**config.mk**
```make
export PLATFORM = sky130hd
export DESIGN_NAME = fifo_sched
export DESIGN_NICKNAME = d
export VERILOG_FILES = /design/src/rtl/fifo_sched_pkg.sv /design/src/rtl/fifo_sched_rr_arbiter.sv /design/src/rtl/fifo_sched.sv
export SDC_FILE = /design/constraint.sdc
export NUM_CORES = 1
export LEC_CHECK = 0
export CAP_MARGIN = 15
export CORE_ASPECT_RATIO = 1.2
export CORE_UTILIZATION = 31
export DETAILED_ROUTE_END_ITERATION = 8
export HOLD_SLACK_MARGIN = 0.06
export PLACE_DENSITY = 0.76
export SETUP_SLACK_MARGIN = 0.3
export SLEW_MARGIN = 20
export SYNTH_ARGS = -nofsm -noshare
export SYNTH_HDL_FRONTEND = slang
export SYNTH_SLANG_ARGS = --single-unit
```
**constraint.sdc**
```tcl
create_clock -name clk -period 1.4 [get_ports clk]
set_clock_uncertainty 0.05 [all_clocks]
set_input_delay 0.14 -clock clk [delete_from_list [all_inputs] [get_ports clk]]
set_output_delay 0.14 -clock clk [all_outputs]
set_load 0.02 [all_outputs]
```
**src/rtl/fifo_sched_pkg.sv**
```systemverilog
// fifo_sched shared types.
// Write-FSM states and pointer width helper.
package fifo_sched_pkg;

  typedef enum logic [1:0] {
    W_IDLE = 2'd0,
    W_PUSH = 2'd1,
    W_HOLD = 2'd2
  } wstate_t;

  function automatic int ptr_width(input int n);
    return (n > 1) ? $clog2(n) : 1;
  endfunction

endpackage

```
**src/rtl/fifo_sched_rr_arbiter.sv**
```systemverilog
// Round-robin arbiter, one-hot grant.
// Search starts one past the last winner.
module rr_arbiter #(
  parameter int N  = 2,
  parameter int PW = 1
) (
  input  logic [N-1:0]  i_req,
  input  logic [PW-1:0] i_pointer,
  output logic [N-1:0]  o_grant,
  output logic [PW-1:0] o_idx,
  output logic          o_any
);

  // first requester at or after pointer+1, wrapping
  always_comb begin
    int j;
    j       = 0;
    o_grant = '0;
    o_idx   = '0;
    o_any   = 1'b0;
    for (int k = 1; k <= N; k++) begin
      j = (int'(i_pointer) + k) % N;
      if (!o_any && i_req[PW'(j)]) begin
        o_any            = 1'b1;
        o_idx            = PW'(j);
        o_grant[PW'(j)]  = 1'b1;
      end
    end
  end

endmodule

```
**src/rtl/fifo_sched.sv**
```systemverilog
// Byte FIFO access scheduler.
// Arbitrates producers onto push, guards pops.
module fifo_sched
  import fifo_sched_pkg::*;
#(
  parameter int WIDTH = 8,
  parameter int NREQ  = 2
) (
  input  logic                  clk,
  input  logic                  rst_n,
  input  logic                  flush,
  input  logic [NREQ-1:0]       in_valid,
  input  logic [NREQ*WIDTH-1:0] in_data,
  output logic [NREQ-1:0]       in_ready,
  output logic                  out_valid,
  input  logic                  out_ready,
  output logic [WIDTH-1:0]      out_data,
  output logic                  fifo_rst,
  output logic                  fifo_push_back,
  output logic [WIDTH-1:0]      fifo_data_in,
  output logic                  fifo_pop_front,
  input  logic [WIDTH-1:0]      fifo_data_out,
  input  logic                  fifo_empty,
  input  logic                  fifo_full,
  input  logic                  fifo_error,
  output logic                  err
);

  localparam int PW = ptr_width(NREQ);

  wstate_t          r_state;
  logic [PW-1:0]    r_last;
  logic             r_push;
  logic [WIDTH-1:0] r_din;
  logic             r_pop_q;
  logic             r_fresh;
  logic             r_err;
  logic             r_rst0;
  logic             r_rst1;

  logic [NREQ-1:0]  w_grant;
  logic [PW-1:0]    w_idx;
  logic             w_any;
  logic             w_can;
  logic             w_ov;
  logic             w_pop;
  logic [WIDTH-1:0] w_sel;

  rr_arbiter #(
    .N  (NREQ),
    .PW (PW)
  ) u_arb (
    .i_req     (in_valid),
    .i_pointer (r_last),
    .o_grant   (w_grant),
    .o_idx     (w_idx),
    .o_any     (w_any)
  );

  assign w_sel = in_data[int'(w_idx)*WIDTH +: WIDTH];

  assign w_can = (r_state == W_IDLE)
               & !r_rst1 & !flush
               & !fifo_full & w_any;

  assign w_ov = !r_rst1 & !flush & !fifo_empty
              & !r_pop_q & !r_fresh;

  assign w_pop = w_ov & out_ready;

  assign in_ready       = w_can ? w_grant : '0;
  assign out_valid      = w_ov;
  assign fifo_pop_front = w_pop;
  assign out_data       = fifo_data_out;
  assign fifo_push_back = r_push;
  assign fifo_data_in   = r_din;
  assign fifo_rst       = r_rst1;
  assign err            = r_err;

  // two-flop FIFO reset release; flush re-arms one cycle
  always_ff @(posedge clk or negedge rst_n) begin
    if (!rst_n) begin
      r_rst0 <= 1'b1;
      r_rst1 <= 1'b1;
    end else if (flush) begin
      r_rst0 <= 1'b0;
      r_rst1 <= 1'b1;
    end else begin
      r_rst0 <= 1'b0;
      r_rst1 <= r_rst0;
    end
  end

  // write FSM: grant, push one cycle, hold data one more
  always_ff @(posedge clk or negedge rst_n) begin
    if (!rst_n) begin
      r_state <= W_IDLE;
      r_last  <= PW'(NREQ - 1);
      r_push  <= 1'b0;
      r_din   <= '0;
    end else if (flush) begin
      r_state <= W_IDLE;
      r_push  <= 1'b0;
    end else begin
      unique case (r_state)
        W_IDLE: begin
          if (w_can) begin
            r_din   <= w_sel;
            r_last  <= w_idx;
            r_push  <= 1'b1;
            r_state <= W_PUSH;
          end
        end
        W_PUSH: begin
          r_push  <= 1'b0;
          r_state <= W_HOLD;
        end
        W_HOLD: begin
          r_state <= W_IDLE;
        end
        default: begin
          r_push  <= 1'b0;
          r_state <= W_IDLE;
        end
      endcase
    end
  end

  // read guards: gap after a pop, block word still in flight
  always_ff @(posedge clk or negedge rst_n) begin
    if (!rst_n) begin
      r_pop_q <= 1'b0;
      r_fresh <= 1'b0;
    end else if (flush) begin
      r_pop_q <= 1'b0;
      r_fresh <= 1'b0;
    end else begin
      r_pop_q <= w_pop;
      r_fresh <= (r_state == W_PUSH) & fifo_empty;
    end
  end

  // sticky error from the FIFO outside its reset
  always_ff @(posedge clk or negedge rst_n) begin
    if (!rst_n) begin
      r_err <= 1'b0;
    end else if (flush) begin
      r_err <= 1'b0;
    end else if (fifo_error && !r_rst1) begin
      r_err <= 1'b1;
    end
  end

endmodule

```
* Word level (Yosys, flattened, before mapping)
Cells that the tools add are included.
Cells by class: add/subtract/negate cells 2, $lt $le $gt $ge 4, eq/ne operators 4, shift operators 1, multiplexer cells 26, bitwise logic cells 12, reductions and logical operators 15
Operator list (count):
- 1-bit 2-to-1 mux | 17
- 16-bit by 5-bit variable part select with 8-bit output | 1
- 1-bit AND | 10
- 2-bit 2-to-1 mux | 5
- 1-bit logical NOT | 7
- 1-bit by 3-bit < comparator with 1-bit output (second input constant) | 2
- 1-bit logical AND | 4
- 2-bit case mux with 2 select lines | 1
- 3-bit inequality test (second input constant) | 1
- 3-bit AND reduction | 1
- 1-bit adder (second input constant) | 2
- 1-bit demux with 1-bit select | 2
- 2-bit by 1-bit equality test with 1-bit output (second input constant) | 1
- 2-bit equality test (second input constant) | 1
- 1-bit >= comparator (second input constant) | 2
- 2-bit logical NOT | 1
- 2-bit inequality test (second input constant) | 1
- 2-bit OR | 1
- 1-bit case mux with 2 select lines | 1
- 2-bit AND reduction | 1
- 2-bit nonzero test | 1
- 1-bit NOT | 1
Storage, ports and cells: bits in registers 17, bits of input ports 33

* Longest topological paths before layout
Gate-level depths: netlist of the first run.
depth in word-level cells 12, depth in mapped cells 4, depth with buffers taken out 3

* Hierarchy
A second synthesis of the first run with hierarchy kept.
Unflattened totals: cells, all modules 68, area total of the unflattened synthesis 884.6 µm²
Modules (own cells, without submodules):
- fifo_sched | instances 1, cells an instance 63, area an instance 849.6 µm², sequential area each 429.2 µm²
- rr_arbiter | instances 1, cells an instance 5, area an instance 35.0 µm², sequential area each 0.0 µm²

* Worst setup path before layout of the first run
No wires, ideal clock.
kind register to output, start point register r_pop_q, end point output port fifo_pop_front, data arrival time 1325 ps, slack -115 ps, cell stages (with the launch flop) 4, buffers on the path 0, cells stage by stage dfrtp_1 > or4_1 > nor2_2 > and2_1
On the way: longest elaborated chain between the ends 4
Ends and longest elaborated chain:
- start: declaration | RTL line fifo_sched.sv:35 | logic r_pop_q;
- start signal: assignment | RTL line fifo_sched.sv:138 | r_pop_q <= w_pop;
- 1-bit logical NOT | RTL line fifo_sched.sv:67 | & !r_pop_q & !r_fresh;
- 1-bit AND (2 in a row) | RTL line fifo_sched.sv:67
- via out_valid | RTL line fifo_sched.sv:15 | output logic out_valid,
- 1-bit AND | RTL line fifo_sched.sv:69 | assign w_pop = w_ov & out_ready;
- end: declaration | RTL line fifo_sched.sv:21 | output logic fifo_pop_front,
The timed path passes the listed nets, and every way through them passes these cells.

* Final worst setup path of the first run
start point register r_pop_q, end point output port fifo_pop_front
On the way: longest elaborated chain between the ends 4
Ends and longest elaborated chain (RTL line):
- 1-bit logical NOT | fifo_sched.sv:67
- 1-bit AND (2 in a row) | fifo_sched.sv:67
- 1-bit AND | fifo_sched.sv:69
No other way between the ends.

==> metrics.txt, run 1 <==
dpl ws=-0.769 ns; Row Count=20; delay of the slowest cell on the worst path=between 0.4 and 0.5 ns; core area=about 2500 um2; CTS sink cnt=17; Static Leak=between 0.0006 and 0.0007 uW; Nets=between 100 and 150; register area share after synthesis=roughly half; Layout Cells excl Fill=142; Final WS setup=-0.299 ns; # diodes=0; Synth-to-Final Area Change=60.2%; vias=600; Reg clk slew, reported paths=0.10 ns; syn_area_per_cell=approximately 13 um2; Ys Warns=0; # DRC=0; # fillers=231; peak supply drop=0.000872 V; Final Hold Viols=0; via/cell ratio=roughly 4.2; vias in the first global route=between 600 and 700; synthesized area=831 um2; slowest CP cell=or4_4; period utilization=121%; register bit count reported by yosys=17; Pwr Density=roughly 1200 nW/um2; post-detailed-route count of antenna-violating nets=0; maximum fanout along the worst path=2; wire per inst=roughly 13 um; commonest non-fill, non-tap cell in the layout=clkdlybuf4s50_1; num ports=56; Buf+Inv Stages, Crit Path=1; Max Freq=just under 600 MHz; final core occ=between 50% and 60%; Num CTS Buffers=3; most frequent cells in the layout=22 x clkdlybuf4s50_1, 14 x dfrtp_1, 12 x buf_6; Final Max Tran Viols=0; largest net degree at the start of global routing=18; H-tree depth=1; Overflow after GRT=0; cell family with most CP delay=simple AND/OR/NAND/NOR gates; 1st-iter DRT viols=6; Die ar.=~2900 um2; hold buffers post-CTS=0; Die H=just under 60 um; Die X=just under 50 um; synthesized instance count=slightly above 60; Initial Util=around 33%; cell count after placement=130; crit path kind=flip-flop to output port; Clk Latency, worst-skew pair=around 0.28 ns; Tot Pwr=roughly 1500 uW; share of layout cells above drive strength 1=56.9%; setup violators final=13; routed wire length=about 1.8 mm; post-DP HPWL=between 1 and 1.5 mm; Setup crit end kind=output port; CP required=~1.2 ns; first-pass GRT wire length=about 2.8 mm; failing checks=setup timing; maxcap violations=0; Fin Hold WS=0.114 ns; PortBufs=37; GRT Util Overall=roughly 13%; placer congestion estimate=0.782; startpoint types=flip-flop; RSZ-0062 raised after global routing=yes; Max Root-Sink Buffers=2; DRT Pass-1 Iters=4; crit path cell chain=or4_4 > nor2_4 > and2_4 > buf_6; crit path DAT=around 1.5 ns; antenna violations before repair=0; Netlist cell types=19; clk root buf=clkbuf_4; status=complete, but fails checks; CTS tree=yes; hold crit path type=input pin to async pin; min Tclk post-route=about 1.7 ns
[sequential cells by signal, indices dropped and copies added, names as in the netlist]
register        flops
r_fresh             1
fifo_push_back      1
err                 1
fifo_data_in        8
r_last              1
r_pop_q             1
r_state             2
r_rst0              1
fifo_rst            1
[kinds of logic (layout without fill, tap and decap cells)]
kind of cell              count (synthesis)  after routing  share of synthesized area [%]
and+or+nand+nor                          13             13                           9.64
xor gates and xnor gates                  1              1                           1.05
AOI/OAI and AO/OA                         2              2                           1.51
other                                     1              2                          0.451
buffers and inverters                    12             58                           11.3
DFF                                      17             17                           51.7
muxes                                    16             16                           24.4
[cells in the mapped netlist]
master   instances  area (um2)
nor2b_1          1        6.26
or4_1            1        7.51
or2_2            1        6.26
dfrtp_1         14         350
buf_6            2        22.5
nor2_1           3        11.3
conb_1           1        3.75
a21o_1           1        7.51
mux2_2          10         113
buf_4            9        67.6
a21oi_1          1        5.00
and2_1           4        25.0
mux2_4           6        90.1
xor2_1           1        8.76
inv_1            1        3.75
nor2_2           1        6.26
nor3b_1          1        7.51
and4b_1          1        10.0
dfstp_2          3        78.8
[power by group]
group          switching, uW  total [uW]  internal [uW]
Combinational            262         636            375
Sequential              56.9         661            604
Clock                    146         252            106
[layer usage]
| layer | wire length (um) | global-route usage, % | share of wire (%) | vias to the layer above |
|---|---|---|---|---|
| met5 | 0 | 0 | 0 | - |
| met4 | 12 | 2.52 | 0.67 | 0 |
| met2 | 924 | 22.9 | 52 | 23 |
| met1 | 704 | 15.0 | 40 | 284 |
| met3 | 137 | 3.36 | 7.7 | 2 |
| li1 | - | - | - | 291 |
[per-stage QoR]
| step | instance area (um2) | TNS [ns] |
|---|---|---|
| global route | 1330 | -1.72 |
| floorplan | 845 | -0.479 |
| detailed placement | 1230 | -5.76 |
| CTS | 1270 | -1.01 |
| global placement | 1230 | -5.08 |
| finish | 1330 | -1.19 |
[layout make-up]
type	count	area, um2	share of cell area [%]
repair buffers	53	482	36.2
inverters	1	3.75	0.282
well taps	33	41.3	3.10
flip-flops and latches	17	429	32.2
multi-input cells	34	348	26.1
clock inverters	1	5.00	0.376
clock buffers	3	22.5	1.69
[repair_timing]
action,4_1_cts,5_1_grt
endpoints found under the setup margin,26,16
cloned,1,0
gates resized for setup,76,9
pin swaps,3,4
buffers inserted,3,4
hold endpoints to repair,0,0
[final timing paths]
| path | from | endpoint | slack [ns] | depth (start not counted) |
|---|---|---|---|---|
| hold / removal | rst_n | r_pop_q | 0.11 | 2 |
| setup reg to reg | fifo_rst | fifo_data_in[2] | -0.10 | 5 |
| max in group asynchronous | rst_n | r_last | 0.92 | 2 |
| hold reg to reg | r_state[1] | r_state[1] | 0.41 | 1 |
| min in group clk | flush | err | 0.23 | 3 |
| setup / recovery | r_pop_q | fifo_pop_front | -0.30 | 4 |
Note: power is estimated with default switching activity, not from simulation.
==> inputs of run 2 (changes only) <==
--- a/config.mk
+++ b/config.mk
@@ -6,11 +6,13 @@
 export NUM_CORES = 1
 export LEC_CHECK = 0
 export CAP_MARGIN = 15
+export CELL_PAD_IN_SITES_DETAIL_PLACEMENT = 1
+export CELL_PAD_IN_SITES_GLOBAL_PLACEMENT = 1
 export CORE_ASPECT_RATIO = 1.2
-export CORE_UTILIZATION = 31
+export CORE_UTILIZATION = 23
 export DETAILED_ROUTE_END_ITERATION = 8
 export HOLD_SLACK_MARGIN = 0.06
-export PLACE_DENSITY = 0.76
+export PLACE_DENSITY = 0.77
 export SETUP_SLACK_MARGIN = 0.3
 export SLEW_MARGIN = 20
 export SYNTH_ARGS = -nofsm -noshare
==> metrics.txt, run 2 (same netlist as run 1, synthesis figures left out) <==
crit path DAT=1.46 ns; Clk Latency, worst-skew pair=roughly 0.25 ns; switching share of power=between 30% and 40%; peak supply drop=around 0.0005 V; Worst R2R Setup Slack=-0.04 ns; commonest non-fill, non-tap cell in the layout=clkdlybuf4s50_1; CTS sink cnt=17; CTS tree=yes; cell family with most CP delay=simple AND/OR/NAND/NOR gates; antenna violations before repair=0; crit path cell chain=or4_4 > nor2_4 > and2_4 > buf_6; slowest CP cell=or4_4; PortBufs=37; num ports=between 50 and 60; Reg2Reg Depth=4; vias in the first global route=around 720; RSZ-0062 raised after global routing=yes; dpl ws=-0.774 ns; period utilization=118%; Buf+Inv Stages, Crit Path=1; Power Internal=between 1000 and 1500 uW; Max Freq=606 MHz; min Tclk post-route=around 1.7 ns; placer congestion estimate=0.677; setup violators final=11; Final WS setup=-0.251 ns; post-DP HPWL=around 1.5 mm; Layout Cells excl Fill=roughly 140; Die H=slightly below 70 um; Synth-to-Final Area Change=60.8%; CP required=1.21 ns; first-pass GRT wire length=about 3.4 mm; wire per inst=about 15 um; most frequent cells in the layout=21 x clkdlybuf4s50_1, 14 x dfrtp_1, 11 x buf_2; setup TNS=-0.777 ns; Nets=around 140; worst flop-to-flop path endpoint=fifo_data_in[6]; Pwr Density=~1300 nW/um2; Largest register FFs=8; Reg clk slew, reported paths=approximately 0.070 ns; Overflow after GRT=0; Reg2Reg Launch Point=r_last; vias=slightly above 600; maximum fanout along the worst path=3; 1st-iter DRT viols=12; Die ar.=3860 um2; Row Count=23; Final Hold Viols=0; maxcap violations=0; Die X=56.9 um; # diodes=0; Worst path depth=4; clk root buf=clkbuf_8; delay of the slowest cell on the worst path=roughly 0.49 ns; share of layout cells above drive strength 1=about three fifths; Static Leak=around 0.00064 uW; combinational power share=a little under two fifths; largest net degree at the start of global routing=18; Max Root-Sink Buffers=2; Num CTS Buffers=3; Psw=approximately 500 uW; routed wire length=approximately 2.2 mm; # DRC=10; DRT Pass-1 Iters=5; status=complete, but fails checks; Tot Pwr=around 1700 uW; post-detailed-route count of antenna-violating nets=0; crit path kind=flip-flop to output port; hold buffers post-CTS=0; Initial Util=around a quarter; H-tree depth=1; via/cell ratio=4.32; clock power share=around 22%; startpoint types=flip-flop; cell count after placement=about 130; failing checks=DRC, setup timing; Flop pwr share=39.9%; GRT Util Overall=a little under an eighth; Setup crit end kind=output port; hold crit path type=input pin to async pin; final core occ=39.4%; Final Max Tran Viols=0; core area=about 3400 um2; # fillers=381
==> run 2: what timing repair did <==
item	CTS	global route
gates cloned	1	0
buffers inserted	4	2
pin swaps	3	2
resized for setup	66	18
endpoints found under the setup margin	26	24
==> run 2: worst reg2reg max path, stage by stage (launching register included) <==
cell     delay [ns]
dfstp_2        0.56
nor2b_4        0.05
buf_6          0.13
mux2_2         0.28
mux2_4         0.26
==> run 2: metrics by stage <==
| step | hold WS [ns] | area, um2 |
|---|---|---|
| final | 0.153 | 1340 |
| after global routing | 0.168 | 1340 |
| after detailed placement | 0.230 | 1220 |
| after CTS | 0.159 | 1330 |
| after global placement | 0.230 | 1220 |
| after floorplan | -0.206 | 845 |
==> run 2: layout make-up <==
type	instances	area [um2]	area share (%)
clock buffer	3	41.3	3.09
tap	37	46.3	3.46
inverter	1	3.75	0.281
timing repair buffer	51	448	33.5
multi-input combinational	34	363	27.2
clock inverter	1	5.00	0.375
sequential	17	429	32.1
==> run 2: how the worst max path moves through the flow <==
stage                   from         endpoint  slack [ns]
finish               r_pop_q   fifo_pop_front       -0.25
global route         r_pop_q   fifo_pop_front       -0.31
CTS                  r_pop_q   fifo_pop_front       -0.28
detailed placement     flush   fifo_pop_front       -0.77
global placement       flush   fifo_pop_front       -0.71
floorplan           fifo_rst  fifo_data_in[2]       -0.07
==> run 2: power groups by stage <==
stage	clock (uW)	combinational, uW	sequential [uW]
after floorplan	0	263	769
after global placement	0	631	667
after detailed placement	0	645	668
after CTS	392	639	658
after global routing	418	680	677
final	367	638	668
==> run 2: metal layers <==
metal	vias up	GRT usage, %	wire, um
li1	285	-	-
met1	294	12.4	852
met2	41	21.0	1030
met3	2	4.54	252
met4	0	6.10	28
met5	-	0	0
==> inputs of run 3 (changes only) <==
--- a/config.mk
+++ b/config.mk
@@ -14,6 +14,7 @@
 export HOLD_SLACK_MARGIN = 0.06
 export PLACE_DENSITY = 0.77
 export SETUP_SLACK_MARGIN = 0.3
+export SKIP_CTS_REPAIR_TIMING = 1
 export SLEW_MARGIN = 20
 export SYNTH_ARGS = -nofsm -noshare
 export SYNTH_HDL_FRONTEND = slang
==> metrics.txt, run 3 (same netlist as run 1, synthesis figures left out) <==
slowest CP cell=or4_4; crit path kind=flip-flop to output port; core area=between 3000 and 4000 um2; first-pass GRT wire length=~3.3 mm; maxcap violations=0; Die ar.=just under 4000 um2; switching share of power=29.3%; vias in the first global route=between 700 and 800; Die X=56.9 um; RSZ-0062 raised after global routing=yes; Die H=roughly 68 um; period utilization=118%; Synth-to-Final Area Change=69.6%; crit path DAT=around 1.5 ns; startpoint types=flip-flop; Final Max Tran Viols=0; GRT Util Overall=11.5%; post-detailed-route count of antenna-violating nets=0; routed wire length=2.19 mm; Row Count=23; CP required=around 1.2 ns; Flop pwr share=between 30% and 40%; Max Freq=slightly above 600 MHz; clock power share=a little over a fifth; Layout Cells excl Fill=approximately 140; clk root buf=clkbuf_8; 1st-iter DRT viols=11; Max Root-Sink Buffers=2; H-tree depth=1; delay of the slowest cell on the worst path=0.49 ns; Power Internal=1230 uW; most frequent cells in the layout=21 x clkdlybuf4s50_1, 14 x dfrtp_1, 13 x dlymetal6s2s_1; Overflow after GRT=0; setup TNS=-0.878 ns; Static Leak=~0.0008 uW; Clk Latency, worst-skew pair=about 0.25 ns; status=complete, but fails checks; final instance area=between 1000 and 1500 um2; # DRC=10; cell count after placement=between 100 and 150; Num CTS Buffers=3; maximum fanout along the worst path=3; num ports=56; failing checks=DRC, setup timing; placer congestion estimate=between 0.6 and 0.7; commonest non-fill, non-tap cell in the layout=clkdlybuf4s50_1; combinational power share=approximately two fifths; Reg clk slew, reported paths=approximately 0.070 ns; wire per inst=~15 um; vias=between 600 and 700; CTS tree=yes; CTS sink cnt=17; Pwr Density=1230 nW/um2; final core occ=between 40% and 50%; antenna violations before repair=0; DRT Pass-1 Iters=5; Largest register FFs=8; via/cell ratio=around 4.3; Setup crit end kind=output port; min Tclk post-route=around 1.7 ns; Post-DP Area=roughly 1200 um2; Tot Pwr=between 1500 and 2000 uW; largest net degree at the start of global routing=18; Final Hold Viols=0; # diodes=0; post-DP HPWL=between 1 and 1.5 mm; peak supply drop=0.000529 V; share of layout cells above drive strength 1=46.2%; crit path cell chain=or4_4 > nor2_4 > and2_4 > buf_6; PortBufs=37; Psw=507 uW; Final WS setup=-0.257 ns; Initial Util=between 20% and 30%; hold crit path type=input pin to async pin; setup violators final=11; Nets=140
## run 3: cell count changes in the layout (fill, tap and decap cells not counted), sizes merged
| cell | before | now |
|---|---|---|
| buf | 28 | 16 |
| dlygate4sd2 | 1 | 0 |
| dlymetal6s2s | 1 | 13 |
## run 3: critical path, delay by kind of cell (launching register included)
| kind | cells | cell delay (ns) |
|---|---|---|
| buffers and inverters | 1 | 0.11 |
| AND/OR/NAND/NOR | 3 | 0.74 |
| flip-flops | 1 | 0.37 |
## run 3: area by class of cell
type / instances / area [um2]
fillers: 368 / 1990
well taps: 37 / 46.3
inverters: 1 / 3.75
clock inverters: 1 / 5.00
flip-flops and latches: 17 / 429
multi-input cells: 34 / 357
clock buffers: 3 / 41.3
repair buffers: 50 / 527
## run 3: per-stage QoR
| stage | setup WS (ns) | hold WS (ns) |
|---|---|---|
| 3_3_place_gp | -0.711 | 0.230 |
| 4_1_cts | -0.781 | 0.159 |
| 3_5_place_dp | -0.774 | 0.230 |
| 5_1_grt | -0.308 | 0.168 |
| 2_1_floorplan | -0.0685 | -0.206 |
| 6_report | -0.257 | 0.155 |
## run 3: path summary, 6_finish.rpt
path	from	to	slack, ns	depth (start not counted)
min in group clk	flush	err	0.19	3
setup / recovery	r_pop_q	fifo_pop_front	-0.26	4
hold reg to reg	fifo_push_back	fifo_push_back	0.43	1
hold / removal	rst_n	r_state[1]	0.16	2
max in group asynchronous	rst_n	r_last	0.89	2
setup reg to reg	fifo_rst	fifo_data_in[6]	-0.04	4
## run 3: routing by layer
metal  GRT usage (%)  up-vias  share of wire [%]
li1                -      282                  -
met1            11.5      294                 40
met2            20.5       41                 47
met3            4.73        2                 12
met4            6.10        0                1.3
met5               0        -                  0
## run 3: power by group through the flow
stage / clock, uW / sequential, uW / combinational [uW]
after floorplan: 0 / 769 / 263
after global placement: 0 / 667 / 631
after detailed placement: 0 / 668 / 645
after CTS: 392 / 661 / 651
after global routing: 415 / 675 / 742
final: 371 / 663 / 700
==> edit 1 (config.mk and constraints of run 3) <==
Encoding of `wstate_t`: now one-hot (3 bits for 3 states).
--- a/src/rtl/fifo_sched_pkg.sv
+++ b/src/rtl/fifo_sched_pkg.sv
@@ -4,6 +4,6 @@
 
-  typedef enum logic [1:0] {
-    W_IDLE = 2'd0,
-    W_PUSH = 2'd1,
-    W_HOLD = 2'd2
+  typedef enum logic [2:0] {
+    W_IDLE = 3'b001,
+    W_PUSH = 3'b010,
+    W_HOLD = 3'b100
   } wstate_t;
Check against the original RTL: no difference found for any inputs over 10 cycles, from zero or initial values and one cycle with rst_n low; not proved beyond that.
==> edit 1 against run 3 <==
The run ends with negative setup slack left; count of clock-buffer cells in the layout unchanged; synthesized area grew 12%; sequential share of layout area fell by 0.13 points; setup slack worse by 0.025 ns; wire length rose by 4.4%; sequential cell count rose by 1; total power fell by 7.8%; final area grew 6.6%; highest routed layer unchanged.
==> edit 1: results <==
cells_and_area:
  final_nets: 146
  drive_gt1_frac: 0.477
  fill_cells: 418
outcome:
  violations: "negative setup slack"
  status: "complete, but fails checks"
grt:
  met3_usage: 0.0343
  gr-usage-met2: 0.206
  grt_max_degree: 19
  track_usage: 0.116
  grt_use_met1: 0.126
  grt_pass1_wl_um: 3620
  grt_pass1_vias: 776
  antenna_found_initial: 0
placed_design:
  portBuffers: 37
  place_area_sq_um: 1360
  place_inst: 156
  dp_slack_ns: -0.739
  post-dp-hpwl_um: 1660
  gp_congestion: 0.702
sta:
  fin_ws_ns: -0.281
  finalSetupViolations: 12
  fin_setup_tns_ns: -2.44
yosys:
  yosysSeqAreaShare: 0.490
  synth.avg_cell_area_sq_um: 13.5
  synth.top_cells.by_area: "dfrtp_1 38%, mux2_4 13%, dfstp_2 11%"
  synthDistinctLibCells: 25
  ys_top_cells_by_count: "14 x dfrtp_1, 9 x buf_4, 9 x mux2_2"
pwr:
  max-vdd-ir-drop_uv: 378
  p_leak_uw: 0.000761
  swShare: 0.279
drt:
  drt_iter0_drc: 6
  vias: 677
  wire_per_inst_um: 14.0
  met3WireLength_um: 168
  wl_met1_um: 874
  wl_met2_um: 1220
  first_pass_iters: 2
critical_path:
  arrival_ns: 1.49
  critPathMaxStageDelay_ns: 0.54
  crit_fanout: 2
-- edit 1: cell count changes in the layout (fill, tap and decap cells not counted), sizes merged, moves of 2 or more --
cell and change:
clkdlybuf4s50 +2, nor4b +2, nor2b +2, dlymetal6s2s -4
-- edit 1: worst paths after layout --
kind / start / end / slack [ns] / cells after the start
worst max register to register: r_state[0] / fifo_data_in[1] / -0.19 / 4
worst min register to register: fifo_data_in[3] / fifo_data_in[3] / 0.46 / 1
max in group asynchronous: rst_n / r_last / 0.86 / 2
worst max-delay path: r_fresh / fifo_pop_front / -0.28 / 4
worst min-delay path: rst_n / r_state[2] / 0.18 / 2
min in group clk: fifo_data_out[7] / out_data[7] / 0.23 / 0
-- edit 1: logic make-up (layout without fill, tap and decap cells) --
logic type      Yosys count  after routing  synth area share
buf+inv                  12             53             0.104
flops                    18             18             0.490
other cells               1              2           0.00403
compound gates            3              3            0.0202
mux                      17             17             0.238
simple gates             18             18             0.144
-- edit 1: cell type report --
cell class	instances	area [sq um]	share of cell area
clock buffer	3	41.3	0.0275
inverter	1	3.75	0.00250
multi-input combinational	40	433	0.288
sequential	18	455	0.303
tap	52	65.1	0.0433
timing repair buffer	49	503	0.335
-- edit 1: power groups by stage --
stage | Combinational, uW | Clock [uW] | Sequential [uW]
2_1_floorplan | 230 | 0 | 755
3_3_place_gp | 540 | 0 | 670
3_5_place_dp | 557 | 0 | 669
4_1_cts | 557 | 371 | 668
5_1_grt | 606 | 398 | 681
6_report | 568 | 363 | 668
-- edit 1: worst register-to-register path, stage by stage (launching register included) --
cell and delay [ns]:
dfstp_2 0.54, nor4b_4 0.20, nor2b_4 0.23, buf_12 0.16, mux2_4 0.31
==> edit 2 (flow settings as in run 3) <==
Made on the original files. The parameter `NREQ` goes from 2 to 1.
--- a/src/rtl/fifo_sched.sv
+++ b/src/rtl/fifo_sched.sv
@@ -6,3 +6,3 @@
   parameter int WIDTH = 8,
-  parameter int NREQ  = 2
+  parameter int NREQ  = 1
 ) (
Ports: changed (resized in_data, in_ready and in_valid); port bits go from 56 to 46. The function was not compared with the original's and may differ.
==> edit 2 against run 3 <==
The flow finishes with violations (negative setup slack); critical endpoint unchanged; first-iteration DRC count decreased by 82%; sequential share of layout area is 6.8 points higher; highest routed layer unchanged; via count decreased by 20%; setup slack lost 0.085 ns; non-clock buffer count fell by 11; wire length decreased by 31%; sequential cell count down 1; final area down 23%; count of clock-buffer cells in the layout rose by 1; largest cell class is now flip-flops and latches; synthesized area down 17%; die area shrank 16%.
Power is not compared: it rests on default switching activity, and its combinational part moved more than twofold at a synthesized area within 25%.
==> edit 2: results <==
outcome:
  violations: "negative setup slack"
  status: "complete, but fails checks"
sta:
  finalSetupViolations: 12
  fin_setup_tns_ns: -2.12
  fin_ws_ns: -0.341
clocking:
  cts_root_buffer: "clkbuf_4"
  clk_pin_slew_ns: 0.09
  clk_latency_ns: 0.28
grt:
  grt_max_degree: 17
  met3_usage: 0.0122
  track_usage: 0.102
  grt_pass1_vias: 467
  gr-usage-met2: 0.163
  grt_use_met1: 0.121
  grt_pass1_wl_um: 2230
placed_design:
  place_area_sq_um: 1000
  gp_congestion: 0.747
  portBuffers: 29
  post-dp-hpwl_um: 1020
critical_path:
  ff2ff_setup_slack_ns: -0.16
  r2r.worst_path.cells: 6
  arrival_ns: 1.55
  crit_path_start: "flush"
drt:
  vias_per_cell: 4.16
  met3WireLength_um: 87
  first_pass_iters: 3
  wl_met2_um: 767
  vias: 495
  wl_met1_um: 632
floorplanning:
  die_width_um: 52.0
yosys:
  synth.top_cells.by_area: "dfrtp_1 51%, mux2_4 15%, buf_4 8.7%"
  yosysSeqAreaShare: 0.584
  ys_ff_latch: 16
  synthCells: 51
cells_and_area:
  signal_buffers: 39
  fin_util: 0.385
  multi_input_area_share: 0.215
  n_all_inverters: 3
  clock_area_frac: 0.0335
  multi_input_cells: 23
  seq_area_frac: 0.372
  fill_cells: 309
## edit 2: cell count changes in the layout (fill, tap and decap cells not counted), moves of 2 or more
cell,before,now
clkbuf_4,0,3
clkbuf_8,3,1
clkdlybuf4s50_1,21,15
mux2_2,8,0
dlymetal6s2s_1,13,1
clkbuf_2,0,10
buf_4,7,3
## edit 2: kinds of logic after synthesis
logic type             count (synthesis)  synth area share
AOI/OAI and AO/OA                      1           0.00725
buffers and inverters                 12             0.120
DFF                                   16             0.584
muxes                                  8             0.169
other                                  1           0.00544
and+or+nand+nor                       13             0.114
## edit 2: stage by stage
step | worst slack [ns] | hold WS (ns) | power, uW
finish | -0.341 | 0.122 | 1180
global route | -0.410 | 0.126 | 1250
CTS | -0.885 | 0.125 | 1250
detailed placement | -0.829 | 0.230 | 939
global placement | -0.788 | 0.230 | 933
floorplan | -0.109 | -0.206 | 774
## edit 2: worst max-delay path, stage by stage
cell and delay (ns):
clkdlybuf4s50_1 0.48, or4_4 0.58, nor2_4 0.11, and2_4 0.14, buf_6 0.11
